**src/rtl/floppy_multi_ctrl.sv**
```systemverilog
// Multi-drive floppy mechanism controller: shared Shugart host bus, per-drive
// head stepper sequencing, track tracking, spindle spin-up and index stretch.
//
// state    | meaning
// S_IDLE   | coils held, waiting for a step edge; recalibrates on track 0
// S_MOVE   | one cycle: advance/retreat coil phase, update track, load timer
// S_SETTLE | head settle timer running; new edges are dropped
module floppy_multi_ctrl #(
  parameter int NUM_DRIVES    = 4,
  parameter int MAX_TRACK     = 79,
  parameter int TRK_W         = 7,
  parameter int STEP_CYCLES   = 24000,
  parameter int SPINUP_CYCLES = 5000000,
  parameter int IDX_CYCLES    = 2000
) (
  input  logic                    clk,
  input  logic                    rst,
  input  logic [NUM_DRIVES-1:0]   drive_sel,
  input  logic [NUM_DRIVES-1:0]   motor_on,
  input  logic                    step,
  input  logic                    dir_sel,
  input  logic                    dens_sel,
  input  logic [NUM_DRIVES-1:0]   ind_sens,
  input  logic [NUM_DRIVES-1:0]   t00_sens,
  input  logic [NUM_DRIVES-1:0]   wpr_sens,
  input  logic [NUM_DRIVES-1:0]   dsk_sens,
  output logic [4*NUM_DRIVES-1:0] step_drv,
  output logic [NUM_DRIVES-1:0]   spin_en,
  output logic [NUM_DRIVES-1:0]   spin_ss,
  output logic                    track_0,
  output logic                    index,
  output logic                    wr_protect,
  output logic                    ready,
  output logic                    dsk_present,
  output logic [TRK_W-1:0]        trk_count,
  output logic [NUM_DRIVES-1:0]   step_ovr,
  output logic [NUM_DRIVES-1:0]   front_LED
);

  localparam int STW   = $clog2(STEP_CYCLES + 1);
  localparam int SPW   = $clog2(SPINUP_CYCLES + 1);
  localparam int IXW   = $clog2(IDX_CYCLES + 1);
  localparam int SEL_W = (NUM_DRIVES > 1) ? $clog2(NUM_DRIVES) : 1;

  typedef enum logic [1:0] {S_IDLE, S_MOVE, S_SETTLE} step_state_t;

  step_state_t            st_q   [NUM_DRIVES];
  step_state_t            st_d   [NUM_DRIVES];
  logic [3:0]             ph_q   [NUM_DRIVES];
  logic [3:0]             ph_d   [NUM_DRIVES];
  logic [TRK_W-1:0]       trk_q  [NUM_DRIVES];
  logic [TRK_W-1:0]       trk_d  [NUM_DRIVES];
  logic [STW-1:0]         tmr_q  [NUM_DRIVES];
  logic [STW-1:0]         tmr_d  [NUM_DRIVES];
  logic [SPW-1:0]         spin_q [NUM_DRIVES];
  logic [SPW-1:0]         spin_d [NUM_DRIVES];
  logic [IXW-1:0]         idx_q  [NUM_DRIVES];
  logic [IXW-1:0]         idx_d  [NUM_DRIVES];
  logic [NUM_DRIVES-1:0]  mdir_q, mdir_d, ovr_d, step_hit, ready_i, ind_rise, led_d;
  logic [NUM_DRIVES-1:0]  ind_s1, ind_s2;
  logic [2:0]             step_sync;
  logic [1:0]             dir_sync;
  logic                   step_edge, dir_s, sel_valid;
  logic [SEL_W-1:0]       sel_idx;

  assign step_edge = step_sync[1] & ~step_sync[2];
  assign dir_s     = dir_sync[1];
  assign ind_rise  = ind_s1 & ~ind_s2;

  always_comb begin
    int n_low;
    n_low   = 0;
    sel_idx = '0;
    for (int i = 0; i < NUM_DRIVES; i++) begin
      if (!drive_sel[i]) begin
        n_low   = n_low + 1;
        sel_idx = SEL_W'(i);
      end
    end
    sel_valid = (n_low == 1);
    step_hit  = '0;
    led_d     = '0;
    if (sel_valid) begin
      step_hit[sel_idx] = step_edge;
      led_d[sel_idx]    = motor_on[sel_idx];
    end
  end

  always_comb begin
    for (int i = 0; i < NUM_DRIVES; i++) begin
      st_d[i]   = st_q[i];
      ph_d[i]   = ph_q[i];
      trk_d[i]  = trk_q[i];
      tmr_d[i]  = tmr_q[i];
      mdir_d[i] = mdir_q[i];
      ovr_d[i]  = step_ovr[i];
      case (st_q[i])
        S_IDLE: begin
          if (t00_sens[i]) trk_d[i] = '0;
          // step-out on track 0 and step-in at the last track are swallowed silently
          if (step_hit[i] && !(dir_s && t00_sens[i]) &&
              !(!dir_s && trk_q[i] == TRK_W'(MAX_TRACK))) begin
            st_d[i]   = S_MOVE;
            mdir_d[i] = dir_s;
          end
        end
        S_MOVE: begin
          if (mdir_q[i]) begin
            ph_d[i] = {ph_q[i][0], ph_q[i][3:1]};
            if (trk_q[i] != '0) trk_d[i] = trk_q[i] - TRK_W'(1);
          end else begin
            ph_d[i]  = {ph_q[i][2:0], ph_q[i][3]};
            trk_d[i] = trk_q[i] + TRK_W'(1);
          end
          tmr_d[i] = STW'(STEP_CYCLES);
          st_d[i]  = S_SETTLE;
          if (step_hit[i]) ovr_d[i] = 1'b1;
        end
        S_SETTLE: begin
          if (tmr_q[i] <= STW'(1)) begin
            tmr_d[i] = '0;
            st_d[i]  = S_IDLE;
          end else begin
            tmr_d[i] = tmr_q[i] - STW'(1);
          end
          if (step_hit[i]) ovr_d[i] = 1'b1;
        end
        default: st_d[i] = S_IDLE;
      endcase

      if (motor_on[i] && dsk_sens[i])
        spin_d[i] = (spin_q[i] == SPW'(SPINUP_CYCLES)) ? spin_q[i] : spin_q[i] + SPW'(1);
      else
        spin_d[i] = '0;
      ready_i[i] = (spin_q[i] == SPW'(SPINUP_CYCLES)) & motor_on[i] & dsk_sens[i];

      if (ind_rise[i])          idx_d[i] = IXW'(IDX_CYCLES);
      else if (idx_q[i] != '0)  idx_d[i] = idx_q[i] - IXW'(1);
      else                      idx_d[i] = '0;
    end
  end

  always_ff @(posedge clk) begin
    if (rst) begin
      for (int i = 0; i < NUM_DRIVES; i++) begin
        st_q[i]   <= S_IDLE;
        ph_q[i]   <= 4'b0001;
        trk_q[i]  <= '0;
        tmr_q[i]  <= '0;
        spin_q[i] <= '0;
        idx_q[i]  <= '0;
      end
      mdir_q      <= '0;
      step_ovr    <= '0;
      step_sync   <= '0;
      dir_sync    <= '0;
      ind_s1      <= '0;
      ind_s2      <= '0;
      spin_en     <= '0;
      spin_ss     <= '0;
      front_LED   <= '0;
      track_0     <= 1'b0;
      index       <= 1'b0;
      wr_protect  <= 1'b0;
      ready       <= 1'b0;
      dsk_present <= 1'b0;
      trk_count   <= '0;
    end else begin
      st_q   <= st_d;
      ph_q   <= ph_d;
      trk_q  <= trk_d;
      tmr_q  <= tmr_d;
      spin_q <= spin_d;
      idx_q  <= idx_d;
      mdir_q      <= mdir_d;
      step_ovr    <= ovr_d;
      step_sync   <= {step_sync[1:0], step};
      dir_sync    <= {dir_sync[0], dir_sel};
      ind_s1      <= ind_sens;
      ind_s2      <= ind_s1;
      spin_en     <= motor_on;
      spin_ss     <= {NUM_DRIVES{dens_sel}};
      front_LED   <= led_d;
      track_0     <= sel_valid & t00_sens[sel_idx];
      wr_protect  <= sel_valid & wpr_sens[sel_idx];
      dsk_present <= sel_valid & dsk_sens[sel_idx];
      ready       <= sel_valid & ready_i[sel_idx];
      index       <= sel_valid & (idx_q[sel_idx] != '0);
      // next-state track so the host sees the move on the same edge as the coils
      trk_count   <= sel_valid ? trk_d[sel_idx] : '0;
    end
  end

  for (genvar g = 0; g < NUM_DRIVES; g++) begin : g_coil
    assign step_drv[4*g +: 4] = ph_q[g];
  end

endmodule

```
**config.mk**
```make
export PLATFORM = sky130hd
export DESIGN_NAME = floppy_multi_ctrl
export DESIGN_NICKNAME = d
export VERILOG_FILES = /design/src/rtl/floppy_multi_ctrl.sv
export SDC_FILE = /design/constraint.sdc
export NUM_CORES = 1
export LEC_CHECK = 0
export BUFFER_PORTS_ARGS = -buffer_cell sky130_fd_sc_hd__buf_2
export CORE_ASPECT_RATIO = 1.2
export CORE_MARGIN = 2
export CORE_UTILIZATION = 40
export DETAILED_ROUTE_END_ITERATION = 8
export HOLD_SLACK_MARGIN = 0.03
export PLACE_DENSITY = 0.68
export SLEW_MARGIN = 20
export SYNTH_ARGS = -nofsm -noshare
export SYNTH_HDL_FRONTEND = slang
export SYNTH_SLANG_ARGS = --single-unit
export TNS_END_PERCENT = 1
```
**constraint.sdc**
```tcl
create_clock -name clk -period 8.35 [get_ports clk]
set_input_delay 0.4175 -clock clk [delete_from_list [all_inputs] [get_ports clk]]
set_output_delay 0.4175 -clock clk [all_outputs]
set_load 0.005 [all_outputs]
```
==> out/summary.txt, run 1 <==
Synth Register Bits: 290
Max-cap violations: 0
Status: complete, no violations
Yosys Warn Count: 0
# IOs: 73
Synth Instances: 1750
CTS Root Cell: clkbuf_16
Type of destination of the critical path: register
Dominant synthesized flop cell: dfxtp_1
Most used cell, CP: ha_1
RSZ-0062 raised after global routing: no
Sink Count: 290
Max Fclk: 0.329 GHz
Grt total ovfl: 0
Slowest cell on the critical path: nor3_2
Final period utilization: 36.4%
PwrDens: 211 nW/µm²
Worst-margin pin slew: 1070 ps
Die Wd: 178 µm
EDFF count, synth: 0
Hpwl dp: 23.6 mm
Skew final: 21.3 ps
Top sig layer: met5
Met2 Wirelength: 15.7 mm
Total GRT Usage: 18.0%
Slew Limit Fails: 0
Initial Util: 40.4%
Hold Startpoint: ind_sens[3]
CTS Buf Count: 29
Sequential Power Share: 46.1%
Area grow syn2layout: 11.6%
Routed via count: 12.3k
Clock group share of total power: 40.4%
Dpl ws: 4750 ps
Pre-antenna DRT Iters: 6
Sw frac: 26.4%
Resize count post-CTS: 0
Wire per inst: 14.9 µm
Class of the worst hold path: in -> reg
Largest cells by area after synthesis: dfxtp_1 (40%), nor2_1 (7.0%), xor2_1 (4.5%)
DRT iter0 DRCs: 800
Largest net degree at the start of global routing: 64
Fin worst setup slack: 5310 ps
Hold worst-path end: ind_s1[3]
Die area: 37700 µm²
H-tree Lvls: 1
Worst rel slew slack: 27.9%
R2R Path End: tmr_q[24]
Synth unique cells: 76
Mapped Nets: 1822
Longest Clk Path Bufs: 3
Vias in the first global route: 11.8k
Leakage: 0.00579 µW
Most common cell after layout, fill and taps aside: dfxtp_1
First-pass GRT wire length: 56.8 mm
Placed cell count: 2211
Register area share after synthesis: 40.1%
Number of core rows: 76
CP Max Fanout: 11
Reg2Reg Depth: 6
Min-Delay Path Depth: 2
Maximum vdd drop: 98.9 µV
WL final: 33.8 mm
Initial antenna violation count: 2
RR Startpoint: tmr_q[22]
CTS tree: yes
P_int: 2510 µW
Share of the synthesized area in the top cell type: 40.1%
Critical Path RT: 8840 ps
Post-Syn Area: 14500 µm²
Comb power frac: 13.4%
Commonest non-fill, non-tap cells in the layout: dfxtp_1 (290), nor2_1 (271), nand2_1 (131), o21ai_0 (84), xor2_1 (74)
Setup_tns: 0 ps
Sw Pwr: 898 µW
Nets: 1848
Met3 routed WL: 1.81 mm
CTS clk-pin slew, worst paths: 60 ps
Worst-skew pair later-pin latency: 580 ps
RePlAce Congestion: 0.856
Endpoints failing setup: 0
Vias per std cell: 5.45
Syn_area_per_cell: 8.26 µm²
Ys async rst share: 0%
Final std cells w/o fill: 2267
Critical path class: in -> reg
Critical Path AT: 3530 ps
Post-route ant nets: 0
Share of layout cells above drive strength 1: 8.29%
Drc violations: 0
Crit path cell chain: buf_2 -> inv_1 -> ha_1 -> xnor2_1 -> ha_1 -> or2_2 -> o221a_2 -> nor3_2 -> nand3_1 -> a21oi_1 -> mux2i_1
Critical Path Start Type: input port
Final hold violations: 0
PortBufs: 72
Core Region: 35800 µm²
Crit-path max cell delay: 700 ps
Flop2flop setup slack: 5570 ps
DRT met1 WL: 14.8 mm
Yosys top cell by area: dfxtp_1
Min Tclk post-route: 3040 ps
Die H: 212 µm
## worst max-delay path: cells and delay by family
family                   cells  cell delay, ps
XOR/XNOR                     1             220
AND/OR/NAND/NOR              3            1190
AO/OA/AOI/OAI                2             520
adder cells (fa/ha/maj)      2             620
multiplexers                 1             210
buffers and inverters        2             320
## registers in the layout, indices dropped and copies added (netlist names), 2 cells and up
signal / flops
spin_q: 92
ind_s1: 4
idx_q: 44
mdir_q: 4
dir_sync: 2
trk_count: 7
step_drv: 16
ind_s2: 4
st_q: 8
trk_q: 28
spin_en: 4
tmr_q: 60
step_sync: 3
front_LED: 4
step_ovr: 4
## layout make-up
| type | count | area, µm² |
|---|---|---|
| inverter | 67 | 251 |
| antenna | 1 | 2.50 |
| clock inverter | 14 | 176 |
| multi-input combinational | 1313 | 8090 |
| fill | 3502 | 19600 |
| clock buffer | 39 | 833 |
| tap | 468 | 586 |
| timing repair buffer | 75 | 390 |
| sequential | 290 | 5810 |
## layer usage
| metal | track usage, % | vias to the layer above |
|---|---|---|
| met5 | 0 | - |
| met4 | 8.39 | 2 |
| met2 | 30.7 | 265 |
| met3 | 2.88 | 78 |
| met1 | 22.1 | 5762 |
| li1 | - | 6237 |
## logic make-up (layout without fill, tap and decap cells)
group	Yosys count	in the layout	synth area share, %
buffers and inverters	147	195	3.95
and+or+nand+nor	770	770	26.6
adders and majority gates	43	43	3.72
muxes	35	35	2.45
other	0	1	0
AOI/OAI and AO/OA	326	326	14.7
xor gates and xnor gates	139	139	8.42
DFF	290	290	40.1
## worst max path at each step
stage	start	end	slack, ps	depth (start not counted)
2_1_floorplan	drive_sel[1]	front_LED[3]	5180	12
4_1_cts	drive_sel[1]	st_q[3]	5300	11
3_3_place_gp	drive_sel[1]	st_q[7]	4820	11
6_report	drive_sel[1]	st_q[3]	5310	11
3_5_place_dp	drive_sel[1]	trk_count[6]	4750	11
5_1_grt	drive_sel[1]	st_q[3]	5090	11
## synthesized netlist by cell type, types with 43 or more instances
cell / instances
a21oi_1: 63
clkbuf_1: 61
dfxtp_1: 290
ha_1: 43
inv_1: 67
nand2_1: 131
nand3_1: 73
nor2_1: 271
nor3_1: 45
o21ai_0: 84
xnor2_1: 65
xor2_1: 74
## through the flow
step / hold WS (ps) / power, µW / utilization, % / instance area, µm²
final: 59.9 / 3400 / 45.1 / 16100
after global routing: 48.9 / 3580 / 45.1 / 16100
after CTS: 40.4 / 3440 / 45.1 / 16100
after detailed placement: 426 / 2050 / 42.2 / 15100
after global placement: 420 / 2040 / 42.2 / 15100
after floorplan: 414 / 1950 / - / 14500
## power by group through the flow
stage	Sequential [µW]	Combinational, µW	Clock, µW
after floorplan	1580	372	0
after global placement	1600	445	0
after detailed placement	1600	456	0
after CTS	1570	460	1410
after global routing	1590	521	1470
final	1570	458	1380
## what timing repair did
item / 4_1_cts / 5_1_grt
hold buffers: 2 / 0
endpoints found under the hold margin: 2 / 0
setup endpoints to repair: 0 / 0
setup buffers: 0 / 0
No activity file was read; power rests on OpenSTA's default activity.
==> run 2, diff against run 1 <==
--- a/config.mk
+++ b/config.mk
@@ -11,7 +11,7 @@
 export CORE_UTILIZATION = 40
 export DETAILED_ROUTE_END_ITERATION = 8
 export HOLD_SLACK_MARGIN = 0.03
-export PLACE_DENSITY = 0.68
+export PLACE_DENSITY = 0.7
 export SLEW_MARGIN = 20
 export SYNTH_ARGS = -nofsm -noshare
 export SYNTH_HDL_FRONTEND = slang
==> constraint.sdc (replaced) <==
create_clock -name clk -period 2.55 [get_ports clk]
set_input_delay 0.1275 -clock clk [delete_from_list [all_inputs] [get_ports clk]]
set_output_delay 0.1275 -clock clk [all_outputs]
set_load 0.005 [all_outputs]
==> run 2 against run 1 <==
  * Global-route usage about the same
  * Routed wire length rose by 2.5%
  * Clock skew fell by 11 ps
  * Critical path depth is the same
  * Count of clock-buffer cells in the layout rose by 1
  * Sequential cell count stayed put
  * Clock power rose to 3.6 times the previous value
  * Core utilization rose by 2.3 points
  * Critical path type unchanged
  * Largest cell class unchanged
==> out/summary.txt, run 2 (same netlist as run 1, synthesis figures left out) <==
Skew final: 10.2 ps (-11.1 ps)
Post-CTS setup buffer count: 0 (unchanged)
Min-Delay Path Depth: 4 (+2)
Status: complete, no violations
Hpwl dp: 24.3 mm (+3.0%)
Area grow syn2layout: 17.2%
Routed via count: 12.8k (+3.4%)
Largest net degree at the start of global routing: 73 (+14%)
Die Wd: 178 µm (unchanged)
DRT iter0 DRCs: 832 (+4.0%)
Reg2Reg Depth: 8 (+2)
Fillers: 3377 (-3.6%)
Crit path cell chain: buf_2 -> inv_1 -> ha_4 -> xnor2_2 -> ha_1 -> or2_2 -> o221a_2 -> or4_4 -> buf_4 -> a21oi_1 -> dlygate4sd3_1
Maximum vdd drop: 588 µV (+490%)
Number of core rows: 76 (unchanged)
Vias in the first global route: 12.1k (+2.6%)
Flop2flop setup slack: 180 ps (-5390 ps)
Initial antenna violation count: 4 (+2)
First-pass GRT wire length: 57.5 mm (+1.4%)
Total GRT Usage: 18.0% (+0.035 points)
Pre-antenna DRT Iters: 5 (-1)
Type of destination of the critical path: register
Max-cap violations: 0 (unchanged)
Most common cell after layout, fill and taps aside: dfxtp_1
Leakage: 0.00623 µW (+7.7%)
Final hold violations: 0 (unchanged)
H-tree Lvls: 1 (unchanged)
Critical Path Start Type: input port
Critical Path RT: 3060 ps (-5780 ps)
Slowest cell on the critical path: or4_4
RR Startpoint: trk_q[22]
CTS tree: yes
Wire per inst: 14.7 µm (-1.1%)
Die area: 37700 µm² (unchanged)
Commonest non-fill, non-tap cells in the layout: dfxtp_1 (290), nor2_1 (271), nand2_1 (131), o21ai_0 (84), xor2_1 (74)
# IOs: 73 (unchanged)
R2R Path End: trk_count[1]
Post-route ant nets: 0 (unchanged)
Slew Limit Fails: 0 (unchanged)
Worst-margin pin slew: 862 ps (-210 ps)
Max Fclk: 0.411 GHz
CTS Buf Count: 31 (+6.9%)
Crit-path max cell delay: 550 ps (-150 ps)
RePlAce Congestion: 0.884 (+3.3%)
Max FFs per register: 92 (unchanged)
Core Util, Final: 47.4% (+2.3 points)
Min Tclk post-route: 2430 ps
Largest regs: spin_q: 92 flops, tmr_q: 60 flops, idx_q: 44 flops
Longest Clk Path Bufs: 3 (unchanged)
Overall power: 11700 µW (+240%)
Drc violations: 0 (unchanged)
Die H: 212 µm (unchanged)
CTS clk-pin slew, worst paths: 60 ps (about the same)
Core Region: 35800 µm² (unchanged)
Critical path class: in -> reg
Class of the worst hold path: in -> reg
Critical Path AT: 2940 ps (-590 ps)
RSZ-0062 raised after global routing: no
Worst Hold Margin: 99.5 ps (+39.6 ps)
Final period utilization: 95.4%
CP Max Fanout: 7 (-4)
Nets: 1929 (+4.4%)
Hold worst-path end: dsk_present
Endpoints failing setup: 0 (unchanged)
PwrDens: 693 nW/µm² (+230%)
Share of layout cells above drive strength 1: 11.4% (+3.1 points)
Sink Count: 290 (unchanged)
CTS Root Cell: clkbuf_16
Worst-skew pair later-pin latency: 570 ps (about the same)
Register with the most flip-flops: spin_q
Initial Util: 40.4% (unchanged)
PortBufs: 72 (unchanged)
Hold Startpoint: drive_sel[2]
Grt total ovfl: 0 (unchanged)
WL final: 34.6 mm (+2.5%)
Worst rel slew slack: 42.5% (+15 points)
Vias per std cell: 5.43 (-0.32%)
## run 2: per-layer routing
layer  vias to the layer above  GRT usage (%)  share of wire, %
li1                       6392              -                 -
met1                      6035           22.8                44
met2                       263           31.6                49
met3                        66           2.47               4.5
met4                         4           5.57               2.4
met5                         -              0             0.078
## run 2: worst max-delay path by stage
stage	start	to	slack, ps	cells past startpoint
final	drive_sel[0]	wr_protect	120	11
after global routing	trk_q[22]	trk_count[0]	30	8
after CTS	drive_sel[0]	wr_protect	60	11
after detailed placement	drive_sel[0]	trk_count[6]	-190	11
after global placement	drive_sel[0]	front_LED[0]	-120	11
after floorplan	drive_sel[1]	front_LED[3]	-6	12
## run 2: worst max-delay path, delay by kind of cell
| family | cells | cell delay (ps) |
|---|---|---|
| AO/OA/AOI/OAI | 2 | 380 |
| XOR/XNOR | 1 | 140 |
| adder cells (fa/ha/maj) | 2 | 510 |
| buffers and inverters | 4 | 930 |
| AND/OR/NAND/NOR | 2 | 840 |
## run 2: layout make-up
cell class	instances	area, µm²	share of cell area (%)
timing repair buffer	154	1040	6.15
sequential	290	5810	34.3
multi-input combinational	1313	8110	47.8
tap	468	586	3.45
clock buffer	40	890	5.25
inverter	67	254	1.50
antenna	2	5.00	0.0295
clock inverter	17	258	1.52
## run 2: report_power, final
part,switching [µW],total (µW),internal [µW]
Clock,1890,4960,3070
Sequential,301,5140,4840
Combinational,868,1630,767
## run 2: what timing repair did
action,in CTS,in global routing
hold endpoints to repair,22,0
gates resized for setup,0,2
endpoints found under the setup margin,0,2
hold buffers,24,0
## run 2: metrics by stage
step                worst slack [ps]  area, µm²  TNS, ps  instances
CTS                             61.1      16900        0       2349
global placement                -118      15500     -817       2268
detailed placement              -193      15500    -1510       2268
global route                    26.9      16900        0       2351
floorplan                      -5.61      14500    -21.0       1750
finish                           118      16900        0       2351
==> run 3, diff against run 2 <==
--- a/config.mk
+++ b/config.mk
@@ -11,7 +11,6 @@
 export CORE_UTILIZATION = 40
 export DETAILED_ROUTE_END_ITERATION = 8
 export HOLD_SLACK_MARGIN = 0.03
-export PLACE_DENSITY = 0.7
 export SLEW_MARGIN = 20
 export SYNTH_ARGS = -nofsm -noshare
 export SYNTH_HDL_FRONTEND = slang
==> run 3 against run 2 <==
  * Clock skew is 8.2 ps higher
  * Global-route usage rose by 0.41 points
  * Setup slack better by 65 ps
  * Cell area about the same
  * Sequential share of layout area barely moved
  * Sequential cell count did not move
  * Die area did not move
  * Hold slack got worse by 36 ps
  * Sequential power about the same
  * Largest power group unchanged
==> out/summary.txt, run 3 (same netlist as run 1, synthesis figures left out) <==
Routed via count: 12.6k (-1.4%)
Core Region: 35800 µm² (unchanged)
Critical Path Start Type: register
Final hold violations: 0 (unchanged)
Slew Limit Fails: 0 (unchanged)
Die Wd: 178 µm (unchanged)
CTS tree: yes
Dpl ws: -163 ps (+30.7 ps)
Final instance area: 16900 µm² (about the same)
Max-cap violations: 0 (unchanged)
# IOs: 73 (unchanged)
Grt total ovfl: 0 (unchanged)
Post-route ant nets: 0 (unchanged)
Commonest non-fill, non-tap cells in the layout: dfxtp_1 (290), nor2_1 (271), nand2_1 (131), o21ai_0 (84), xor2_1 (74)
RePlAce Congestion: 0.869 (-1.7%)
Critical path class: reg -> reg
Drc violations: 0 (unchanged)
Type of destination of the critical path: register
Sink Count: 290 (unchanged)
Core Util, Final: 47.4% (about the same)
Worst-skew pair later-pin latency: 530 ps (-40 ps)
Largest net degree at the start of global routing: 80 (+9.6%)
Skew final: 18.4 ps (+8.19 ps)
Most common cell after layout, fill and taps aside: dfxtp_1
DRT iter0 DRCs: 653 (-22%)
Nets: 1934 (+0.26%)
Critical Path AT: 2790 ps (-150 ps)
N_diodes: 0 (-2)
Class of the worst hold path: in -> reg
PwrDens: 683 nW/µm² (-1.5%)
Max FFs per register: 92 (unchanged)
Worst rel slew slack: 45.1% (+2.5 points)
Min Tclk post-route: 2370 ps (-64.8 ps)
Fillers: 3553 (+5.2%)
PortBufs: 72 (unchanged)
Number of core rows: 76 (unchanged)
CTS Buf Count: 34 (+9.7%)
Pre-antenna DRT Iters: 5 (unchanged)
Fin worst setup slack: 183 ps (+64.8 ps)
WL final: 34.8 mm (+0.59%)
H-tree Lvls: 2 (+1)
Hpwl dp: 24.6 mm (+1.1%)
DP Area: 15600 µm² (+0.61%)
Vias per std cell: 5.34 (-1.6%)
Worst-margin pin slew: 822 ps (-39.9 ps)
Die area: 37700 µm² (unchanged)
Final period utilization: 92.8% (-2.5 points)
Total GRT Usage: 18.5% (+0.41 points)
Wire per inst: 14.8 µm (+0.42%)
Initial antenna violation count: 1 (-3)
Placed cell count: 2275 (+0.31%)
Resize count post-CTS: 0 (unchanged)
CTS clk-pin slew, worst paths: 60 ps (about the same)
Endpoints failing setup: 0 (unchanged)
Max Fclk: 0.422 GHz (+2.7%)
RSZ-0062 raised after global routing: no
Register with the most flip-flops: spin_q
Largest regs: spin_q: 92 flops, tmr_q: 60 flops, idx_q: 44 flops
Leakage: 0.00625 µW (+0.22%)
Critical Path RT: 2970 ps (-90 ps)
Area grow syn2layout: 17.1% (about the same)
Die H: 212 µm (unchanged)
CTS Root Cell: clkbuf_16
Vias in the first global route: 12.0k (-0.51%)
Final std cells w/o fill: 2355 (+0.17%)
Initial Util: 40.4% (unchanged)
Longest Clk Path Bufs: 3 (unchanged)
CP Max Fanout: 7 (unchanged)
Share of layout cells above drive strength 1: 11.8% (+0.33 points)
Maximum vdd drop: 442 µV (-25%)
First-pass GRT wire length: 58.2 mm (+1.1%)
Status: complete, no violations
run 3: changes by cell type in the layout (fill, tap and decap cells not counted), sizes merged:
| cell | before | now |
|---|---|---|
| clkbuf | 40 | 48 |
| buf | 130 | 137 |
| bufinv | 6 | 1 |
| dlygate4sd3 | 24 | 19 |
| clkinv | 5 | 9 |
| clkinvlp | 2 | 0 |
| diode | 2 | 0 |
| inv | 71 | 70 |
run 3: worst max-delay path, stage by stage, from the launching register on:
cell and delay, ps:
dfxtp_1 370, inv_1 100, ha_1 160, or3b_2 510
nor4_4 220, mux2i_1 110, mux2_2 280, a221o_1 300
a32o_1 220
run 3: through the flow:
step	setup TNS (ps)	hold WS, ps	total power [µW]
global route	0	71.5	12200
CTS	0	43.8	11700
finish	0	63.8	11600
global placement	-767	334	6800
detailed placement	-1940	344	6840
floorplan	-21.0	211	6400
run 3: timing repair:
item                                    CTS  global route
endpoints found under the hold margin    19             0
buffers inserted                          0             0
hold buffers                             19             0
endpoints found under the setup margin    0             0
run 3: layout make-up:
type	instances	area, µm²	share of cell area (%)
timing repair buffer	156	1080	6.37
inverter	67	254	1.50
clock inverter	13	113	0.665
clock buffer	48	993	5.86
multi-input combinational	1313	8110	47.9
tap	468	586	3.46
sequential	290	5810	34.3
run 3: final timing paths:
| path | from | endpoint | slack (ps) | cells past startpoint |
|---|---|---|---|---|
| worst max-delay path | trk_q[22] | trk_count[1] | 180 | 8 |
| worst min-delay path | drive_sel[3] | index | 60 | 4 |
| worst max register to register | trk_q[22] | trk_count[1] | 180 | 8 |
| worst min register to register | dir_sync[0] | dir_sync[1] | 440 | 1 |
run 3: power by group:
part	switching [µW]	internal, µW	total [µW]
Sequential	299	4840	5140
Clock	1960	2830	4790
Combinational	854	775	1630
Total	3110	8450	11600
run 3: metal layers:
metal	routed length, µm	vias to the layer above	GRT usage, %
met5	13	-	0
met4	841	2	5.60
met3	1430	57	3.17
met2	16700	200	32.1
met1	15800	5926	23.3
li1	-	6395	-
